`src/rtl/gbc_bus_pkg.sv`:
```
// Shared types and constants for the GBC memory-bus arbiter slice.
// Pure declarations: no latency, no backpressure.
package gbc_bus_pkg;

  localparam int ADDR_W = 16;
  localparam int DATA_W = 8;

  localparam int REQ_CPU    = 0;
  localparam int REQ_OAMDMA = 1;
  localparam int REQ_HDMA   = 2;

  typedef enum logic [1:0] {
    IDLE,
    BUSY,
    GAP
  } arb_state_e;

endpackage

```
`src/rtl/gbc_prio_encoder.sv`:
```
// Highest-set-bit encoder: idx is the highest asserted request, vld says any is set.
// Purely combinational (0 cycles); no backpressure.
module gbc_prio_encoder #(
  parameter int N  = 3,
  parameter int IW = (N > 1) ? $clog2(N) : 1
) (
  input  logic [N-1:0]  req,
  output logic [IW-1:0] idx,
  output logic          vld
);

  always_comb begin
    idx = '0;
    vld = 1'b0;
    for (int i = 0; i < N; i++) begin
      if (req[i]) begin
        idx = IW'(i);
        vld = 1'b1;
      end
    end
  end

endmodule

```
`src/rtl/gbc_bus_arbiter.sv`:
```
// Fixed-priority, cycle-locked Wishbone arbiter for the GBC memory bus (1-cycle grant, GAP cycle on release).
// Non-owners always stall; owner stalls on target stall or MAX_OUTSTANDING. Watchdog: GBC_BUS_ARB_WATCHDOG_EN.
import gbc_bus_pkg::*;

module gbc_bus_arbiter #(
  parameter int N_REQ           = 3,
  parameter int MAX_OUTSTANDING = 4,
  parameter int TIMEOUT         = 64
) (
  input  logic                       CLK,
  input  logic                       RST_N,
  input  logic [N_REQ-1:0]           req_cyc,
  input  logic [N_REQ-1:0]           req_stb,
  input  logic [N_REQ-1:0]           req_we,
  input  logic [ADDR_W*N_REQ-1:0]    req_addr,
  input  logic [DATA_W*N_REQ-1:0]    req_wdata,
  output logic [N_REQ-1:0]           req_ack,
  output logic [N_REQ-1:0]           req_stall,
  output logic [DATA_W-1:0]          req_rdata,
  output logic                       t_cyc,
  output logic                       t_stb,
  output logic                       t_we,
  output logic [ADDR_W-1:0]          t_addr,
  output logic [DATA_W-1:0]          t_wdata,
  input  logic                       t_ack,
  input  logic                       t_stall,
  input  logic [DATA_W-1:0]          t_rdata,
  output logic [$clog2(N_REQ)-1:0]   grant,
  output logic                       busy,
  output logic                       err
);

  localparam int GW = $clog2(N_REQ);
  localparam int OW = $clog2(MAX_OUTSTANDING + 1);
  localparam logic [OW-1:0] MAX_OS = OW'(MAX_OUTSTANDING);
  localparam logic [OW-1:0] OS_ONE = OW'(1);

  arb_state_e    state, state_nxt;
  logic [GW-1:0] grant_nxt;
  logic [OW-1:0] outstanding, outstanding_nxt;
  logic [GW-1:0] pe_idx;
  logic          pe_vld;
  logic          os_full, accept, dec, wd_fire;

  gbc_prio_encoder #(.N(N_REQ), .IW(GW)) u_prio (
    .req (req_cyc),
    .idx (pe_idx),
    .vld (pe_vld)
  );

  assign busy    = (state == BUSY);
  assign os_full = (outstanding == MAX_OS);
  assign accept  = t_stb & ~t_stall;
  // A late target ACK with nothing pending must not wrap the counter.
  assign dec     = busy & ((t_ack & (outstanding != '0)) | wd_fire);

  always_comb begin
    t_cyc     = 1'b0;
    t_stb     = 1'b0;
    t_we      = 1'b0;
    t_addr    = '0;
    t_wdata   = '0;
    req_ack   = '0;
    req_stall = '1;
    if (busy) begin
      t_cyc            = req_cyc[grant];
      t_stb            = req_stb[grant] & ~os_full;
      t_we             = req_we[grant];
      t_addr           = req_addr[grant*ADDR_W +: ADDR_W];
      t_wdata          = req_wdata[grant*DATA_W +: DATA_W];
      req_stall[grant] = t_stall | os_full;
      req_ack[grant]   = t_ack | wd_fire;
    end
  end

  always_comb begin
    state_nxt       = state;
    grant_nxt       = grant;
    outstanding_nxt = outstanding;
    case (state)
      IDLE: begin
        if (pe_vld) begin
          grant_nxt = pe_idx;
          state_nxt = BUSY;
        end
      end
      BUSY: begin
        if (!req_cyc[grant]) begin
          state_nxt       = GAP;
          outstanding_nxt = '0;
        end else if (accept && !dec) begin
          outstanding_nxt = outstanding + OS_ONE;
        end else if (!accept && dec) begin
          outstanding_nxt = outstanding - OS_ONE;
        end
      end
      GAP:     state_nxt = IDLE;
      default: state_nxt = IDLE;
    endcase
  end

  always_ff @(posedge CLK or negedge RST_N) begin
    if (!RST_N) begin
      state       <= IDLE;
      grant       <= '0;
      outstanding <= '0;
    end else begin
      state       <= state_nxt;
      grant       <= grant_nxt;
      outstanding <= outstanding_nxt;
    end
  end

`ifdef GBC_BUS_ARB_WATCHDOG_EN
  localparam int WW = $clog2(TIMEOUT + 1);
  localparam logic [WW-1:0] WD_LIM = WW'(TIMEOUT);
  localparam logic [WW-1:0] WD_ONE = WW'(1);

  logic [WW-1:0] wd_cnt;
  logic          err_q;

  // The synthetic ACK retires one stuck transfer with all-ones read data.
  assign wd_fire   = busy & (outstanding != '0) & ~t_ack & (wd_cnt == WD_LIM);
  assign err       = err_q;
  assign req_rdata = wd_fire ? 8'hFF : t_rdata;

  always_ff @(posedge CLK or negedge RST_N) begin
    if (!RST_N) begin
      wd_cnt <= '0;
      err_q  <= 1'b0;
    end else begin
      if (!busy || t_ack || wd_fire || outstanding == '0) wd_cnt <= '0;
      else                                                wd_cnt <= wd_cnt + WD_ONE;
      if (wd_fire) err_q <= 1'b1;
    end
  end
`else
  assign wd_fire   = 1'b0;
  assign err       = 1'b0;
  assign req_rdata = t_rdata;
`endif

endmodule

```
`config.mk`:
```
export PLATFORM = sky130hd
export DESIGN_NAME = gbc_bus_arbiter
export DESIGN_NICKNAME = d
export VERILOG_FILES = /design/src/rtl/gbc_bus_pkg.sv /design/src/rtl/gbc_prio_encoder.sv /design/src/rtl/gbc_bus_arbiter.sv
export SDC_FILE = /design/constraint.sdc
export NUM_CORES = 1
export LEC_CHECK = 0
export ABC_AREA = 1
export BUFFER_PORTS_ARGS = -buffer_cell sky130_fd_sc_hd__buf_2
export CAP_MARGIN = 10
export CORE_ASPECT_RATIO = 1.25
export CORE_MARGIN = 1.5
export CORE_UTILIZATION = 36
export DETAILED_ROUTE_END_ITERATION = 7
export GPL_ROUTABILITY_DRIVEN = 1
export PLACE_DENSITY = 0.82
export SETUP_SLACK_MARGIN = 0.1
export SLEW_MARGIN = 20
export SYNTH_ARGS = -nofsm -noshare
export SYNTH_HDL_FRONTEND = slang
export SYNTH_SLANG_ARGS = --single-unit
```
`constraint.sdc`:
```
create_clock -name CLK -period 2 [get_ports CLK]
set_clock_uncertainty 0.05 [all_clocks]
set_input_delay 0.5 -clock CLK [delete_from_list [all_inputs] [get_ports CLK]]
set_output_delay 0.5 -clock CLK [all_outputs]
set_load 0.05 [all_outputs]
```
==> impl_metrics.ini, run 1 <==
[cells_and_area]
nNetsFinal = 481
seq_area_um2 = 178
final_area_mm2 = 0.00313
syn2layout_area_growth_pct = 136
fill_cells = 175
layout-drive-gt1-share = 0.780
stdcell_count = 425
multi_input_area_mm2 = 0.00121
antenna_cells = 0

[global_route]
grt_util_all_layers = 0.244
grt_pass1_vias = 1904
overflow = 0
antenna_found_initial = 0
grt_max_degree = 17
grt_pass1_wl_um = 7940

[timing]
maxSlewViolCount = 0
finalWorstSetupSlack_ps = -227
setup_tns_ps = -5180
final-setup-viol-count = 32
period_minus_slack_ps = 2230
period_share = 1.11
rsz0062_at_grt = yes
finalHoldViolations = 0
fmax_ghz = 0.449

[logic_synthesis]
seq_area_frac_synth = 0.132
synth-edff-count = 0
yosys_warnings = 0
syn_nets = 339
synth_mux_area_frac = 0
synthFlopType = dfrtp_1
ys_ff_latch = 7
synthAdderAreaFrac = 0.0151
synth-compound-area-share = 0.0161
synth_cells = 245
yosys.area_share.simple = 0.609
synth_cell_types = 25
synth_top_family_by_area = simple AND/OR/NAND/NOR gates
synth_area_per_cell_um2 = 5.40
synth-async-reset-ratio = 1.00
synth_xor_area_frac = 0.00662
syn_area_mm2 = 0.00132

[placed_design]
dpl_cell_area_mm2 = 0.00214
hpwl_um = 3390
post-place-ws_ps = 19.0
gp_congestion = 0.869
dp_cells = 395
portBuffers = 120

[clocking]
numCtsBuffers = 3
holdBufCountCts = 0
h-tree-depth = 1
cts-root-buf = clkbuf_8
clkSinkCount = 7
cts_buffer_depth = 2
clk_pin_slew_ps = 40
insertion_delay_ps = 240
tritoncts = yes

[detailed_routing]
ant_nets = 0
via_count = 2181
drt_pre_antenna_iters = 4
wl_per_cell_um = 16.7
wl_um = 7110
first_iter_violations = 173
avgViaCountPerCell = 5.13
drc_errors = 0

[critical_path]
r2r-start = grant[1]
endpoint_kind = output port
worst-setup-path-type = flop to output port
ff2ff_path_depth = 13
required_ps = 1450
ff2ff_setup_slack_ps = -160
cp.arrival_ps = 1680
worstPathMaxFanout = 8
startpoint_type = flop
rr_endpoint = outstanding[2]

[power_and_ir_drop]
p_total_w = 0.00571
p_per_area_mw_per_mm2 = 1830
ir_drop_mv = 1.84
leakagePower_nw = 1.57

[flow_run]
maxCapViolCount = 0

[floorplanning]
die_area_mm2 = 0.00405
rows = 24
fp.dieW_um = 57.2
core-area_mm2 = 0.00351
start_util = 0.377
io_pins = 138
die_h_um = 70.8

[outcome]
outcome = complete, but fails checks
failed_checks = setup timing

[worst_hold_path]
hp-class = input pin to async pin
-- power breakdown --
part	internal (W)	switching (W)
clock	0.000138	0.0000670
combinational	0.00218	0.00302
sequential	0.000203	0.000103
total	0.00253	0.00319
-- cells by family (layout without fill, tap and decap cells) --
| logic type | Yosys count | in the layout |
|---|---|---|
| fa+ha+maj | 1 | 1 |
| flops | 7 | 7 |
| simple gates | 174 | 174 |
| buf+inv | 58 | 199 |
| xor+xnor | 1 | 1 |
| compound gates | 3 | 3 |
| other cells | 1 | 1 |
-- worst max path at each step --
stage | from | to | slack [ps] | cells past startpoint
global route | grant[1] | t_wdata[4] | -280 | 9
detailed placement | grant[1] | t_addr[1] | 20 | 8
finish | grant[0] | t_wdata[3] | -230 | 9
floorplan | state[1] | req_ack[0] | -30 | 4
CTS | grant[1] | t_wdata[5] | -150 | 8
global placement | grant[1] | t_addr[13] | 30 | 8
-- layout by cell type (no fill, tap or decap), types with 4 or more instances in the layout --
| cell type | n |
|---|---|
| nand3_2 | 27 |
| nand3_4 | 4 |
| clkinvlp_4 | 27 |
| nand3_1 | 5 |
| nand2_4 | 4 |
| nor2_4 | 4 |
| dfrtp_1 | 5 |
| buf_2 | 86 |
| buf_4 | 23 |
| clkbuf_16 | 4 |
| nand2_2 | 60 |
| buf_12 | 9 |
| inv_1 | 7 |
| nand2_1 | 59 |
| buf_8 | 29 |
| buf_6 | 6 |
-- metrics by stage --
step           hold WS (ps)   util
2_1_floorplan           154      -
4_1_cts                38.1  0.740
5_1_grt                46.6  0.890
6_report               40.9  0.890
3_5_place_dp            288  0.609
3_3_place_gp            289  0.609
-- final cells by class --
type,instances,share of cell area
multi-input cells,180,0.389
repair buffers,157,0.443
inverters,38,0.0812
well taps,39,0.0156
clock buffers,4,0.0144
flip-flops and latches,7,0.0568
-- synthesized netlist by cell type (3+ instances only) --
master / number / area share
nand2_1: 118 / 0.33
inv_1: 36 / 0.10
nand3_1: 34 / 0.13
buf_4: 13 / 0.074
dfrtp_1: 7 / 0.13
nand2_2: 5 / 0.024
buf_2: 4 / 0.015
nor2_4: 4 / 0.034
nand4_1: 3 / 0.014
nor3_1: 3 / 0.011
-- metal layers --
metal  global-route usage  routed length, um
met4               0.0853                182
met5                    0                  0
met2                0.475               3930
met1                0.256               2480
met3               0.0420                519
-- what timing repair did --
item,4_1_cts,5_1_grt
hold endpoints to repair,0,0
buffers inserted,9,13
cloned,0,4
resized for setup,108,85
pin swaps,14,18
setup endpoints to repair,35,36
-- critical path: stages, from the launching register on --
cell and delay [ps]:
dfrtp_2 460, clkinv_4 100, nor2_4 140, buf_12 140, clkbuf_16 160, nand2_2 60
nand3_2 60, nand2_2 70, clkinvlp_4 100, buf_8 140
-- sequential cells by signal (all words and copies together) (netlist names) --
| signal | cells |
|---|---|
| grant | 2 |
| outstanding | 3 |
| state | 2 |
No activity file was read; power rests on OpenSTA's default activity.
==> inputs of run 2 (changes only) <==
--- a/config.mk
+++ b/config.mk
@@ -15,6 +15,7 @@
 export GPL_ROUTABILITY_DRIVEN = 1
 export PLACE_DENSITY = 0.82
 export SETUP_SLACK_MARGIN = 0.1
+export SKIP_LAST_GASP = 1
 export SLEW_MARGIN = 20
 export SYNTH_ARGS = -nofsm -noshare
 export SYNTH_HDL_FRONTEND = slang
==> impl_metrics.ini, run 2 (same netlist as run 1, synthesis figures left out) <==
[power_and_ir_drop]
ir_drop_mv = 1.90
leakagePower_nw = 1.43
p_per_area_mw_per_mm2 = 1820
p_total_w = 0.00521

[cells_and_area]
nNetsFinal = 480
final_area_mm2 = 0.00286
multi_input_area_mm2 = 0.00101
final_common_cell = nand2_1
seq_area_um2 = 178
mostFrequentLayoutCells = nand2_1 (100), buf_2 (86), clkinvlp_4 (27)
fill_cells = 235
fin_util = 0.815
largest_register = outstanding
antenna_cells = 0
syn2layout_area_growth_pct = 116
layout-drive-gt1-share = 0.621
reg_top3 = outstanding: 3 flops, grant: 2 flops, state: 2 flops
largest_reg_flops = 3

[critical_path]
path_buf_inv = 5
crit_end = t_addr[13]
rr_endpoint = outstanding[2]
required_ps = 1450
crit_family = buffers and inverters
cp_cell_sequence = inv_6 > nor2_4 > buf_12 > clkbuf_16 > nand2_1 > nand3_1 > nand2_2 > clkinvlp_4 > buf_8
worstPathMaxFanout = 8
cpPeakStageDelay_ps = 470
r2r-start = grant[0]
startpoint_type = flop
ff2ff_setup_slack_ps = -30
endpoint_kind = output port
slowest_stage = dfrtp_2
ff2ff_path_depth = 13
cp.arrival_ps = 1700
crit_path_start = grant[0]
cp.depth = 9
worst-setup-path-type = flop to output port

[timing]
final-setup-viol-count = 29
finalWorstSetupSlack_ps = -253
period_share = 1.13
maxSlewViolCount = 0
finalHoldViolations = 0
fmax_ghz = 0.444
rsz0062_at_grt = yes
period_minus_slack_ps = 2250

[detailed_routing]
ant_nets = 0
wl_um = 5800
drt_pre_antenna_iters = 5
wl_per_cell_um = 13.7
drc_errors = 0
avgViaCountPerCell = 4.99
first_iter_violations = 73
via_count = 2115

[floorplanning]
fp.dieW_um = 57.2
die_h_um = 70.8
rows = 24
die_area_mm2 = 0.00405
start_util = 0.377
io_pins = 138
core-area_mm2 = 0.00351

[clocking]
insertion_delay_ps = 240
h-tree-depth = 1
cts_buffer_depth = 2
numCtsBuffers = 3
tritoncts = yes
cts-root-buf = clkbuf_8
clkSinkCount = 7
clk_pin_slew_ps = 40

[worst_hold_path]
hp-class = input pin to async pin

[outcome]
outcome = complete, but fails checks
failed_checks = setup timing

[flow_run]
maxCapViolCount = 0

[placed_design]
dpl_cell_area_mm2 = 0.00214
post-place-ws_ps = 19.0
gp_congestion = 0.869
portBuffers = 120
hpwl_um = 3390

[global_route]
grt_util_all_layers = 0.230
antenna_found_initial = 0
grt_pass1_vias = 1883
grt_max_degree = 17
overflow = 0
grt_pass1_wl_um = 7600
==> run 2: cell types whose count changed in the layout (fill, tap and decap cells not counted), sizes merged <==
cell and change:
buf -2, clkinv -1, clkbuf +1, inv +1
==> run 2: worst min-delay path by stage <==
stage	from	endpoint	slack [ps]	cells past startpoint
after floorplan	RST_N	grant[0]	150	0
after global placement	RST_N	state[1]	290	1
after detailed placement	RST_N	state[1]	290	1
after CTS	RST_N	state[1]	40	1
after global routing	RST_N	outstanding[2]	50	1
final	RST_N	outstanding[2]	40	1
==> run 2: layout make-up <==
type                    instances  area share
flip-flops and latches          7      0.0621
multi-input cells             180       0.352
repair buffers                156       0.465
well taps                      39      0.0170
clock buffers                   4      0.0157
inverters                      38      0.0887
==> run 2: routing by layer <==
metal	global-route usage	wire length, um	vias to the layer above
met5	0	0	-
met4	0.0904	103	0
li1	-	-	1012
met2	0.452	3210	115
met3	0.0384	440	7
met1	0.234	2040	981
==> run 2: metrics by stage <==
step | hold WS (ps) | setup TNS, ps | instances
after floorplan | 154 | -458 | 245
after global placement | 289 | 0 | 395
after detailed placement | 288 | 0 | 395
after CTS | 38.1 | -3820 | 408
after global routing | 52.9 | -6580 | 424
final | 43.7 | -4280 | 424
==> run 2: report_power, final <==
part	internal, W	total (W)	switching [W]	leakage (nW)
Clock	0.000138	0.000207	0.0000684	0.0228
Combinational	0.00200	0.00471	0.00271	1.32
Sequential	0.000203	0.000302	0.0000992	0.0883
Total	0.00234	0.00521	0.00288	1.43
==> run 2: what timing repair did <==
action                     4_1_cts  5_1_grt
gates cloned                     0        4
setup endpoints to repair       35       36
hold buffers                     0        0
pin swaps                        8       12
setup buffers                    9       12
resized for setup               67       49
==> run 2: worst register-to-register path, delay by kind of cell (launching register included) <==
family | cells | cell delay (ps)
adder cells (fa/ha/maj) | 1 | 340
XOR/XNOR | 1 | 160
AND/OR/NAND/NOR | 7 | 500
flip-flops | 1 | 470
buffers and inverters | 4 | 400
